**config.mk**
```make
export PLATFORM = sky130hd
export DESIGN_NAME = alu_exec_unit
export DESIGN_NICKNAME = d
export VERILOG_FILES = /design/src/rtl/alu_exec_unit.sv
export SDC_FILE = /design/constraint.sdc
export NUM_CORES = 1
export LEC_CHECK = 0
export ABC_AREA = 1
export BUFFER_PORTS_ARGS = -buffer_cell sky130_fd_sc_hd__buf_4
export CAP_MARGIN = 25
export CORE_ASPECT_RATIO = 1.75
export CORE_MARGIN = 10
export CORE_UTILIZATION = 54
export DETAILED_ROUTE_END_ITERATION = 16
export PLACE_DENSITY = 0.84
export SETUP_SLACK_MARGIN = 0.05
export SYNTH_ARGS = -nofsm -noshare
export SYNTH_HDL_FRONTEND = slang
export SYNTH_SLANG_ARGS = --single-unit
```
**constraint.sdc**
```tcl
create_clock -name clk -period 1.9 [get_ports clk]
set_input_delay 0.38 -clock clk [delete_from_list [all_inputs] [get_ports clk]]
set_output_delay 0.38 -clock clk [all_outputs]
set_load 0.01 [all_outputs]
```
**src/rtl/alu_exec_unit.sv**
```systemverilog
// alu_exec_unit: execute stage behind the REG1/REG2 datapath.
// Accepts one operand pair and an opcode over valid/ready, computes a single
// result (single-cycle ops, or a WIDTH-iteration shift-add multiply), and
// holds the registered result and flags until downstream takes it.
// rst_n is active-high: asserted = 1.
module alu_exec_unit #(
  parameter int unsigned WIDTH = 4
) (
  input  logic                 clk,
  input  logic                 rst_n,
  input  logic [WIDTH-1:0]     op_a,
  input  logic [WIDTH-1:0]     op_b,
  input  logic [2:0]           opcode,
  input  logic                 in_valid,
  output logic                 in_ready,
  output logic [2*WIDTH-1:0]   result,
  output logic                 flag_zero,
  output logic                 flag_carry,
  output logic                 flag_ovf,
  output logic                 out_valid,
  input  logic                 out_ready,
  output logic [2:0]           state
);

  localparam int unsigned SW = $clog2(WIDTH);

  typedef enum logic [2:0] {
    IDLE = 3'd0,
    EXEC = 3'd1,
    MUL  = 3'd2,
    DONE = 3'd3
  } state_t;

  typedef enum logic [2:0] {
    OP_ADD = 3'b000,
    OP_SUB = 3'b001,
    OP_AND = 3'b010,
    OP_OR  = 3'b011,
    OP_XOR = 3'b100,
    OP_SHL = 3'b101,
    OP_MUL = 3'b110,
    OP_CMP = 3'b111
  } op_t;

  state_t               st;
  op_t                  op_r;
  logic [WIDTH-1:0]     a_r;
  logic [WIDTH-1:0]     b_r;
  logic [2*WIDTH-1:0]   mcand;
  logic [WIDTH-1:0]     mplier;
  logic [2*WIDTH-1:0]   acc;
  logic [SW-1:0]        cnt;

  logic [2*WIDTH-1:0]   acc_next;
  logic [2*WIDTH-1:0]   exec_res;
  logic                 exec_z;
  logic                 exec_c;
  logic                 exec_v;
  logic [WIDTH:0]       sum;
  logic [WIDTH-1:0]     diff;
  logic                 lt;
  logic [2*WIDTH-1:0]   shl;

  assign state     = st;
  assign in_ready  = (st == IDLE);
  assign out_valid = (st == DONE);

  // Accumulator value after the current multiply iteration
  always_comb begin
    acc_next = acc + (mplier[0] ? mcand : '0);
  end

  // Single-cycle result and flags from the captured operands
  always_comb begin
    exec_res = '0;
    exec_c   = 1'b0;
    exec_v   = 1'b0;
    sum      = {1'b0, a_r} + {1'b0, b_r};
    diff     = a_r - b_r;
    lt       = (a_r < b_r);
    shl      = {{WIDTH{1'b0}}, a_r} << b_r[SW-1:0];
    case (op_r)
      OP_ADD: begin
        exec_res = {{(WIDTH-1){1'b0}}, sum};
        exec_c   = sum[WIDTH];
        exec_v   = (a_r[WIDTH-1] == b_r[WIDTH-1]) && (sum[WIDTH-1] != a_r[WIDTH-1]);
      end
      OP_SUB: begin
        exec_res = {{WIDTH{1'b0}}, diff};
        exec_c   = lt;
        exec_v   = (a_r[WIDTH-1] != b_r[WIDTH-1]) && (diff[WIDTH-1] != a_r[WIDTH-1]);
      end
      OP_AND: exec_res = {{WIDTH{1'b0}}, a_r & b_r};
      OP_OR:  exec_res = {{WIDTH{1'b0}}, a_r | b_r};
      OP_XOR: exec_res = {{WIDTH{1'b0}}, a_r ^ b_r};
      OP_SHL: exec_res = shl;
      OP_CMP: begin
        exec_res = {{(2*WIDTH-1){1'b0}}, lt};
        exec_c   = lt;
      end
      default: exec_res = '0;
    endcase
    exec_z = (op_r == OP_CMP) ? (a_r == b_r) : (exec_res == '0);
  end

  // Control FSM, operand capture, multiply iterations and registered outputs
  always_ff @(posedge clk or posedge rst_n) begin
    if (rst_n) begin
      st         <= IDLE;
      op_r       <= OP_ADD;
      a_r        <= '0;
      b_r        <= '0;
      mcand      <= '0;
      mplier     <= '0;
      acc        <= '0;
      cnt        <= '0;
      result     <= '0;
      flag_zero  <= 1'b0;
      flag_carry <= 1'b0;
      flag_ovf   <= 1'b0;
    end else begin
      case (st)
        IDLE: begin
          if (in_valid) begin
            a_r  <= op_a;
            b_r  <= op_b;
            op_r <= op_t'(opcode);
            st   <= EXEC;
          end
        end
        EXEC: begin
          if (op_r == OP_MUL) begin
            acc    <= '0;
            cnt    <= '0;
            mcand  <= {{WIDTH{1'b0}}, a_r};
            mplier <= b_r;
            st     <= MUL;
          end else begin
            result     <= exec_res;
            flag_zero  <= exec_z;
            flag_carry <= exec_c;
            flag_ovf   <= exec_v;
            st         <= DONE;
          end
        end
        MUL: begin
          acc    <= acc_next;
          mcand  <= mcand << 1;
          mplier <= mplier >> 1;
          cnt    <= cnt + 1'b1;
          // Last iteration publishes acc_next directly so DONE follows at once
          if (cnt == SW'(WIDTH - 1)) begin
            result     <= acc_next;
            flag_zero  <= (acc_next == '0);
            flag_carry <= 1'b0;
            flag_ovf   <= 1'b0;
            st         <= DONE;
          end
        end
        DONE: begin
          if (out_ready) begin
            st <= IDLE;
          end
        end
        default: st <= IDLE;
      endcase
    end
  end

endmodule

```
# == After elaboration in Yosys (flattened, before gate mapping) ==
# Index checks and enable logic that the tools add are counted.
# word_totals
reg_bits,47
output_inout_bits,16
elab_cells,83
# classes
n_addsub,4
order_cmp,1
eq_ne,21
n_shift,1
n_mux,29
bitwise_logic,3
n_reduce_logical,12
# op_table
operator,count
$pmux W8 S7,1
$pmux W8 S2,3
$mux W8,5
$logic_not A8 Y1,2
$eq A3 B2 Y1 const B,4
$eq A3 B3 Y1 const B,4
$pmux W3 S4,1
$pmux W1 S2,5
$mux W3,3
$add A8 B8 Y8,1
$ne A2 B2 Y1 const B,4
$pmux W4 S2,1
$shl A4 B2 Y8,1
$mux W1,7
$eq A3 B1 Y1 const B,2
$logic_not A3 Y1,2
$reduce_and A3 Y1,2
$add A4 B4 Y5,1
$and A4 B4 Y4,1
$eq A4 B4 Y1,1
$lt A4 B4 Y1,1
$mux W4,1
$or A4 B4 Y4,1
$pmux W2 S2,1
12 further kinds,16

# == Longest topological paths before layout ==
# Gate-level depths: netlist (run 1).
# depth
depth_word,6
depth_mapped,16
depth_no_buf,16

# == Least setup slack after synthesis (run 1) ==
# No wires, ideal clock.
# synth_timing
path_kind,register to register
startpoint,register mplier[0]
endpoint,register flag_zero
setup_time_ns,0.116
arrival_ns,1.781
setup_slack_ns,0.003
path_stages_with_launch,14
n_path_buf,1
synth_period_minus_slack_ns,1.897
cell_sequence,dfrtp_1 > buf_2 > nand2_1 > inv_1 > ha_1 > fa_1 > nand4_1 > nand3_1 > xor2_1 > nor2_1 > nand3_1 > nand2_1 > nand2_1 > nand2_1
# synth_between
elab_chain_len,5
# synth_lines
element,line,text
start: declaration,50,logic [WIDTH-1:0] mplier;
start signal: assignment,136,mplier <= b_r;
start signal: assignment,149,mplier <= mplier >> 1;
$mux W8,70,acc_next = acc + (mplier[0] ? mcand : '0);
$add A8 B8 Y8,70,
$logic_not A8 Y1,154,flag_zero <= (acc_next == '0);
$mux W1,152,if (cnt == SW'(WIDTH - 1)) begin
$pmux W1 S2,122,case (st)
end signal: assignment,140,flag_zero <= exec_z;
end signal: assignment,154,
end: declaration,17,"output logic flag_zero,"
# No other way between the ends. The select of a mux whose other input is x is not followed.
# A chain may end at the register's enable or synchronous reset.

# == Worst setup path in the final report (run 1) ==
# Ends and elaborated chain as after synthesis.

==> results_dict.tcl, run 1 <==
set metrics [dict create \
    via_count 3133 \
    vias_per_cell 5.487 \
    syn2layout_area_growth_pct 31.58 \
    synth-seq-area-share_pct 35.56 \
    fmax_ghz 0.5049 \
    hold_violations 0 \
    grt_pass1_wl_um 15170 \
    slew_viol_final 0 \
    cts_tree "yes" \
    multi_input_area_um2 2082 \
    outcome "finished with violations" \
    crit_arrival_ns 2.19 \
    crit_fanout 6 \
    synth_top_family_by_area "simple AND/OR/NAND/NOR gates" \
    cap_violations 0 \
    stdcell_count 571 \
    syn-mean-instance-area_um2 7.616 \
    synthMuxAreaShare_pct 0 \
    dp_slack_ns -0.06038 \
    antenna_cells 0 \
    synth_adder_area_share_pct 11.52 \
    hold_buffers 0 \
    synth_nets 468 \
    start_util_pct 55.49 \
    place.gp.congestion 0.9874 \
    yosys.area_share.simple_pct 26.44 \
    synth_area_leaders "dfrtp_1 36%, nand2_1 11%, ha_1 9.7%, nor2_1 6.3%, inv_1 4.9%" \
    timing.final.ws_setup_ns -0.08059 \
    grt_max_degree 26 \
    slew_headroom_pct 66.18 \
    ys_warn_count 0 \
    cts.sink_count 46 \
    ios 31 \
    drt_pass1_iterations 4 \
    peakVddDrop_v 0.001154 \
    synth_cell_types 39 \
    antenna_left 0 \
    port_buffers 29 \
    powerDensity_nw_per_um2 2095 \
    worst-endpoint-required_ns 2.11 \
    cellLeakagePower_uw 0.002091 \
    antenna_found_initial 0 \
    drc 0 \
    wire_per_inst_um 16.99 \
    wirelength_um 9703 \
    rsz0062_at_grt "yes" \
    grt_use_total_pct 19.95 \
    dpl-instance-area_um2 3762 \
    h-tree-depth 2 \
    placedCellCount 558 \
    hp-class "in2async" \
    path_clk_slew_ns 0.09 \
    fin_worst_skew_ns 0.008142 \
    grt_pass1_vias 3289 \
    tightest_slew_ns 0.5073 \
    cp-start-kind "register" \
    synthCells 425 \
    nNetsFinal 535 \
    path_class "reg2reg" \
    clock-root-buffer "clkbuf_8" \
    nFillCells 467 \
    dp_hpwl_um 7354 \
    insertion_delay_ns 0.31 \
    cp-end-kind "register" \
    finalSetupViolations 2 \
    drive_above_1_share_pct 35.09 \
    final.min_clock_period_ns 1.981 \
    yosysTopAreaCell "dfrtp_1" \
    die_h_um 122.4 \
    chipWidth_um 78.53 \
    synth-seq-cells 46 \
    final-seq-area_um2 1155 \
    synth_xor_area_share_pct 2.667 \
    grt_overflow 0 \
    dieArea_um2 9613 \
    cts_inserted_buffers 5 \
    netlist_area_um2 3237 \
    fp-row-count 37 \
    violations "negative setup slack" \
    finish.instance_area_um2 4259 \
    coreArea_um2 5833 \
    synth_compound_area_share_pct 13.61 \
    fin_crit_sh_pct 104.2 \
    drt_iter0_markers 234 \
    clockBufferDepth 2 \
    yosys.area.top_type_share_pct 35.56 \
]
## flip-flops by register name (all words and copies together) (netlist names)
signal	count
a_r	4
acc	8
b_r	4
cnt	2
flag_carry	1
flag_ovf	1
flag_zero	1
mcand	8
mplier	4
op_r	3
result	8
state	2
## repair_timing
action / 4_1_cts / 5_1_grt
endpoints found under the setup margin: 8 / 21
pin swaps: 7 / 34
buffers inserted: 3 / 2
gates resized for setup: 16 / 71
## report_power, final
part	switching (uW)	internal, uW
clock network	369	263
registers	493	1430
logic	3550	2820
total	4410	4510
## layer usage
metal  up-vias  track usage, %  routed length [um]
met5         -               0                   0
met1      1460           17.74                3148
met3        49           3.367                 347
li1       1506               -                   -
met4         0           15.43                 718
met2       118           38.27                5488
## placed cells by master (no fill, tap or decap), types with 4 or more instances in the layout
cell / netlist / final
nand2_1: 97 / 87
buf_4: 3 / 68
nor2_1: 54 / 50
dfrtp_1: 46 / 43
inv_1: 42 / 30
nand3_1: 29 / 26
a21oi_1: 23 / 17
inv_2: 7 / 15
ha_4: 0 / 11
o21ai_0: 12 / 10
nand2_2: 3 / 10
ha_1: 25 / 10
a31oi_1: 11 / 9
o21ai_1: 7 / 8
inv_4: 3 / 6
nor2_2: 2 / 6
nand4_1: 6 / 6
nand3_2: 3 / 6
a21oi_2: 2 / 6
buf_6: 6 / 6
o31ai_1: 5 / 5
clkbuf_8: 0 / 5
o22ai_1: 4 / 4
nand2_4: 1 / 4
xor2_2: 1 / 4
ha_2: 0 / 4
## layout make-up
cell class | instances | area share, %
Sequential cell | 46 | 27.12
Timing Repair Buffer | 76 | 14.39
Tap cell | 78 | 2.291
Inverter | 53 | 5.141
Clock inverter | 3 | 0.5582
Clock buffer | 5 | 1.616
Multi-Input combinational cell | 310 | 48.88
## kinds of logic after synthesis
group                    count (synthesis)
adder cells (fa/ha/maj)                 28
buffers and inverters                   69
AND/OR/NAND/NOR                        199
other                                    1
AO/OA/AOI/OAI                           73
XOR/XNOR                                 9
flip-flops                              46
## path summary, 6_finish.rpt
path	endpoint	slack, ns	cells after the start	startpoint
min in group clk	op_r[0]	0.31	3	opcode[0]
max in group asynchronous	result[3]	1.30	3	rst_n
max	flag_zero	-0.08	12	mplier[0]
min reg2reg	flag_ovf	0.48	2	flag_ovf
min	mcand[4]	0.08	2	rst_n
max reg2reg	flag_zero	-0.08	12	mplier[0]
## synth_stat cells, drive strengths merged
cell    instances
conb            1
ha             25
a21oi          25
fa              3
clkinv          1
a21o            2
xor2            8
inv            52
clkbuf          4
nor3            1
or2             1
xnor2           1
buf            12
o311ai          2
o211ai          1
o31ai           5
nand4           6
a31oi          11
a22o            2
nand2         101
dfrtp          46
o22ai           4
nor2           58
o21ai          20
nand3          32
o21a            1
## metrics by stage
step,TNS (ns),hold WS (ns),total power (uW),utilization (%)
5_1_grt,-0.6303,0.1062,9624,73.02
2_1_floorplan,0,0.4461,5158,-
4_1_cts,-0.03907,0.09146,7978,67.80
3_5_place_dp,-0.06038,0.4401,7080,64.50
3_3_place_gp,-0.02590,0.4336,6946,64.50
6_report,-0.08745,0.08424,8924,73.02
## worst max-delay path: stages (launching register included)
cell and delay [ns]:
dfrtp_2 0.46, nand2_2 0.09, inv_2 0.04, ha_4 0.15, fa_2 0.37, nand4_1 0.10, nand3_1 0.10, xor2_1 0.24
nor2_1 0.07, nand3_1 0.09, nand2_1 0.05, nand2_1 0.05, nand2_1 0.05
Note: power is estimated with default switching activity, not from simulation.
==> inputs of run 2 (changes only) <==
RECOVER_POWER = 50   (was unset)
==> run 2 against run 1 <==
The run still ends with negative setup slack left; cell area down 0.70%; worst setup slack worse by 0.0087 ns; non-clock buffer count did not move; core utilization is 0.51 points lower; global-route usage did not move; die area unchanged; wire length rose by 0.55%; count of clock-buffer cells in the layout is the same; sequential power hardly changed; final cell count stayed put; highest routed layer unchanged.
==> results_dict.tcl, run 2 (same netlist as run 1, synthesis figures left out) <==
set metrics [dict create \
    outcome "finished with violations" \
    violations "negative setup slack" \
    cts.sink_count 46 \
    slew_headroom_pct 43.72 \
    grt_use_total_pct 19.95 \
    antenna_left 0 \
    port_buffers 29 \
    dp_hpwl_um 7354 \
    finish.instance_area_um2 4229 \
    ios 31 \
    hp-class "in2async" \
    cp-start-kind "register" \
    final.min_clock_period_ns 1.989 \
    drt_pass1_iterations 4 \
    worst-endpoint-required_ns 2.11 \
    chipWidth_um 78.53 \
    finalSetupViolations 2 \
    crit_fanout 6 \
    grt_max_degree 26 \
    top_regs "acc x8, mcand x8, result x8" \
    drt_iter0_markers 195 \
    peakVddDrop_v 0.001149 \
    slew_viol_final 0 \
    rsz0062_at_grt "yes" \
    timing.hold.ws_ns 0.2278 \
    finalPower_uw 8906 \
    h-tree-depth 2 \
    clock-root-buffer "clkbuf_8" \
    place.gp.congestion 0.9874 \
    fp-row-count 37 \
    dieArea_um2 9613 \
    wire_per_inst_um 17.09 \
    insertion_delay_ns 0.32 \
    cts_inserted_buffers 5 \
    cts_tree "yes" \
    mostFrequentLayoutCells "87 x nand2_1, 63 x buf_4, 50 x nor2_1" \
    tightest_slew_ns 0.8433 \
    fin_worst_skew_ns 0.008744 \
    path_clk_slew_ns 0.10 \
    fin_crit_sh_pct 104.7 \
    grt_pass1_vias 3289 \
    antenna_cells 0 \
    antenna_found_initial 0 \
    vias_per_cell 5.560 \
    cellLeakagePower_uw 0.002070 \
    cp-end-kind "register" \
    grt_pass1_wl_um 15170 \
    timing.final.ws_setup_ns -0.08928 \
    dpl-instance-area_um2 3762 \
    path_class "reg2reg" \
    grt_overflow 0 \
    crit_arrival_ns 2.20 \
    start_util_pct 55.49 \
    die_h_um 122.4 \
    nNetsFinal 535 \
    coreArea_um2 5833 \
    drive_above_1_share_pct 34.08 \
    wirelength_um 9756 \
    clockBufferDepth 2 \
    via_count 3175 \
    fmax_ghz 0.5027 \
    hold_violations 0 \
    powerDensity_nw_per_um2 2106 \
    cap_violations 0 \
    drc 0 \
    layout_commonest_cell "nand2_1" \
    syn2layout_area_growth_pct 30.65 \
]
run 2: cell types whose count changed in the layout (fill, tap and decap cells not counted), sizes merged:
cell	previous run	this run
buf	76	70
clkbuf	5	11
run 2: worst paths after layout:
| kind | start | to | slack [ns] | depth (start not counted) |
|---|---|---|---|---|
| setup / recovery | mplier[0] | flag_zero | -0.09 | 12 |
| hold / removal | rst_n | mcand[4] | 0.23 | 2 |
| setup reg to reg | mplier[0] | flag_zero | -0.09 | 12 |
| hold reg to reg | flag_ovf | flag_ovf | 0.48 | 2 |
| max in group asynchronous | rst_n | mplier[0] | 0.52 | 3 |
| min in group clk | opcode[0] | op_r[0] | 0.31 | 3 |
run 2: layout make-up:
cell class	instances	area (um2)
Tap cell	78	97.59
Timing Repair Buffer	76	583.1
Clock inverter	3	23.77
Multi-Input combinational cell	310	2082
Sequential cell	46	1155
Inverter	53	219.0
Fill cell	473	1604
Clock buffer	5	68.82
run 2: per-layer routing:
layer / GRT usage (%) / vias to the layer above / share of wire (%)
li1: - / 1508 / -
met1: 17.74 / 1495 / 33
met2: 38.27 / 120 / 57
met3: 3.367 / 52 / 3.8
met4: 15.43 / 0 / 7.1
met5: 0 / - / 0
run 2: worst max-delay path, cell delays in order, from the launching register on:
cell and delay, ns:
dfrtp_2 0.47, nand2_2 0.09, inv_2 0.04, ha_4 0.15, fa_2 0.38, nand4_1 0.10, nand3_1 0.10, xor2_1 0.24
nor2_1 0.08, nand3_1 0.09, nand2_1 0.05, nand2_1 0.05, nand2_1 0.05
run 2: report_power, final:
group | switching (uW) | leakage [uW] | internal, uW
Clock | 370 | 0.0000408 | 263
Combinational | 3560 | 0.00147 | 2790
Sequential | 494 | 0.000557 | 1430
Total | 4420 | 0.00207 | 4490
run 2: per-stage QoR:
| step | cells | setup TNS [ns] | util (%) | setup slack, ns |
|---|---|---|---|---|
| after floorplan | 425 | 0 | - | 0.05017 |
| after global placement | 558 | -0.02590 | 64.50 | -0.02590 |
| after detailed placement | 558 | -0.06038 | 64.50 | -0.06038 |
| after CTS | 569 | -0.03907 | 67.80 | -0.03308 |
| after global routing | 571 | -0.6303 | 72.50 | -0.1864 |
| final | 571 | -0.1009 | 72.50 | -0.08928 |
run 2: timing repair:
action | in CTS | in global routing
buffers inserted | 3 | 2
hold buffers | 0 | 0
setup endpoints to repair | 8 | 21
pin swaps | 7 | 34
resized for setup | 16 | 71
==> inputs of run 3 (changes only) <==
CORE_UTILIZATION = 30   (was 54)
PLACE_DENSITY = 0.55   (was 0.84)
RECOVER_POWER = 100   (was 50)
==> run 3 against run 2 <==
The run still ends with negative setup slack left; die area rose by 61%; cell area rose by 2.7%; hold slack improved by 0.00082 ns.
==> results_dict.tcl, run 3 (same netlist as run 1, synthesis figures left out) <==
set metrics [dict create \
    outcome "finished with violations" \
    violations "negative setup slack" \
    grt_pass1_wl_um 16140 \
    syn2layout_area_growth_pct 34.13 \
    die_h_um 157.4 \
    mostFrequentLayoutCells "92 x nand2_1, 68 x buf_4, 50 x nor2_1" \
    insertion_delay_ns 0.29 \
    critPathSlowestCell "fa_2" \
    wire_per_inst_um 16.39 \
    final.min_clock_period_ns 1.969 \
    drc 0 \
    stdcell_count 640 \
    top_regs "acc x8, mcand x8, result x8" \
    dieArea_um2 15510 \
    clockBufferDepth 2 \
    peakVddDrop_v 0.0006090 \
    drt_pass1_iterations 4 \
    nFillCells 1152 \
    grt_pass1_vias 3208 \
    vias_per_cell 4.817 \
    chipWidth_um 98.52 \
    tightest_slew_ns 0.7875 \
    h-tree-depth 2 \
    ios 31 \
    slew_viol_final 0 \
    clock-root-buffer "clkbuf_16" \
    finalSetupViolations 2 \
    cp-start-kind "register" \
    path_clk_slew_ns 0.07 \
    cts.sink_count 46 \
    multi_input_area_um2 2009 \
    start_util_pct 30.44 \
    cts_tree "yes" \
    rsz0062_at_grt "yes" \
    layout_commonest_cell "nand2_1" \
    cp-end-kind "register" \
    timing.final.ws_setup_ns -0.06852 \
    port_buffers 29 \
    dp_hpwl_um 8296 \
    cts_inserted_buffers 5 \
    antenna_left 0 \
    fmax_ghz 0.5080 \
    hold_violations 0 \
    worst-endpoint-required_ns 2.08 \
    antenna_found_initial 0 \
    cellLeakagePower_uw 0.002132 \
    drt_iter0_markers 75 \
    placedCellCount 622 \
    hp-class "in2async" \
    grt_max_degree 23 \
    timing.hold.ws_ns 0.2286 \
    wirelength_um 10490 \
    powerDensity_nw_per_um2 2127 \
    grt_overflow 0 \
    drive_above_1_share_pct 30.20 \
    antenna_cells 0 \
    path_class "reg2reg" \
    via_count 3083 \
    final-seq-area_um2 1156 \
    fp-row-count 50 \
    grt_use_total_pct 13.20 \
    nNetsFinal 552 \
    fin_crit_sh_pct 103.6 \
    fin_worst_skew_ns 0.006943 \
    slew_headroom_pct 47.50 \
    crit_fanout 3 \
    coreArea_um2 10640 \
    cp_common_cell "nor2_1" \
    crit_path_max_incr_delay_ns 0.52 \
    cap_violations 0 \
    crit_arrival_ns 2.15 \
    place.gp.congestion 0.9340 \
    hold_buffers 0 \
    reg2regPathDepth 9 \
    worstPathCellList "ha_2 > fa_2 > nand3_1 > o21ai_1 > nor2_1 > nand2_1 > buf_4 > nor2_1 > o31ai_1" \
]
-- run 3: per-layer routing --
| metal | track usage [%] | share of wire [%] | vias up |
|---|---|---|---|
| met4 | 10.01 | 7.7 | 0 |
| met3 | 1.536 | 1.5 | 37 |
| li1 | - | - | 1548 |
| met2 | 26.67 | 58 | 47 |
| met5 | 0 | 0 | - |
| met1 | 11.16 | 33 | 1451 |
-- run 3: timing repair --
action	4_1_cts	5_1_grt
setup endpoints to repair	9	24
pin swaps	3	20
buffers inserted	2	7
cloned	0	1
resized for setup	21	47
-- run 3: area by class of cell --
type	instances	area share, %
inverters	53	4.928
repair buffers	92	14.67
well taps	130	3.746
clock buffers	7	3.055
multi-input cells	311	46.28
clock inverters	1	0.6916
flip-flops and latches	46	26.63
-- run 3: report_power, final --
| group | total, uW | switching, uW | internal, uW | leakage, uW |
|---|---|---|---|---|
| clock | 1000 | 377 | 623 | 0.0000781 |
| combinational | 6340 | 3570 | 2780 | 0.00150 |
| sequential | 1890 | 453 | 1440 | 0.000556 |
-- run 3: per-stage QoR --
step	setup TNS [ns]	setup WS (ns)	total power (uW)	utilization, %	instance area (um2)
floorplan	0	0.05017	5158	-	3239
detailed placement	-0.1208	-0.1150	7415	36.72	3905
CTS	-0.04012	-0.02548	8678	39.11	4159
global placement	-0.1284	-0.1284	7359	36.72	3905
finish	-0.09201	-0.06852	9233	40.82	4342
global route	-0.4635	-0.1704	10000	40.82	4342
-- run 3: worst paths after layout --
path                           from   endpoint  slack [ns]
min                           rst_n     cnt[1]        0.23
min reg2reg                flag_ovf   flag_ovf        0.47
max reg2reg                  a_r[0]  result[1]       -0.07
min in group clk            op_a[2]     a_r[2]        0.33
max in group asynchronous     rst_n     a_r[1]        0.47
max                          a_r[0]  result[1]       -0.07
-- run 3: critical path: cells and delay by family (launching register included) --
kind,cells,cell delay [ns]
AOI/OAI and AO/OA,2,0.35
and+or+nand+nor,4,0.25
buffers and inverters,1,0.11
DFF,1,0.41
adders and majority gates,2,0.73
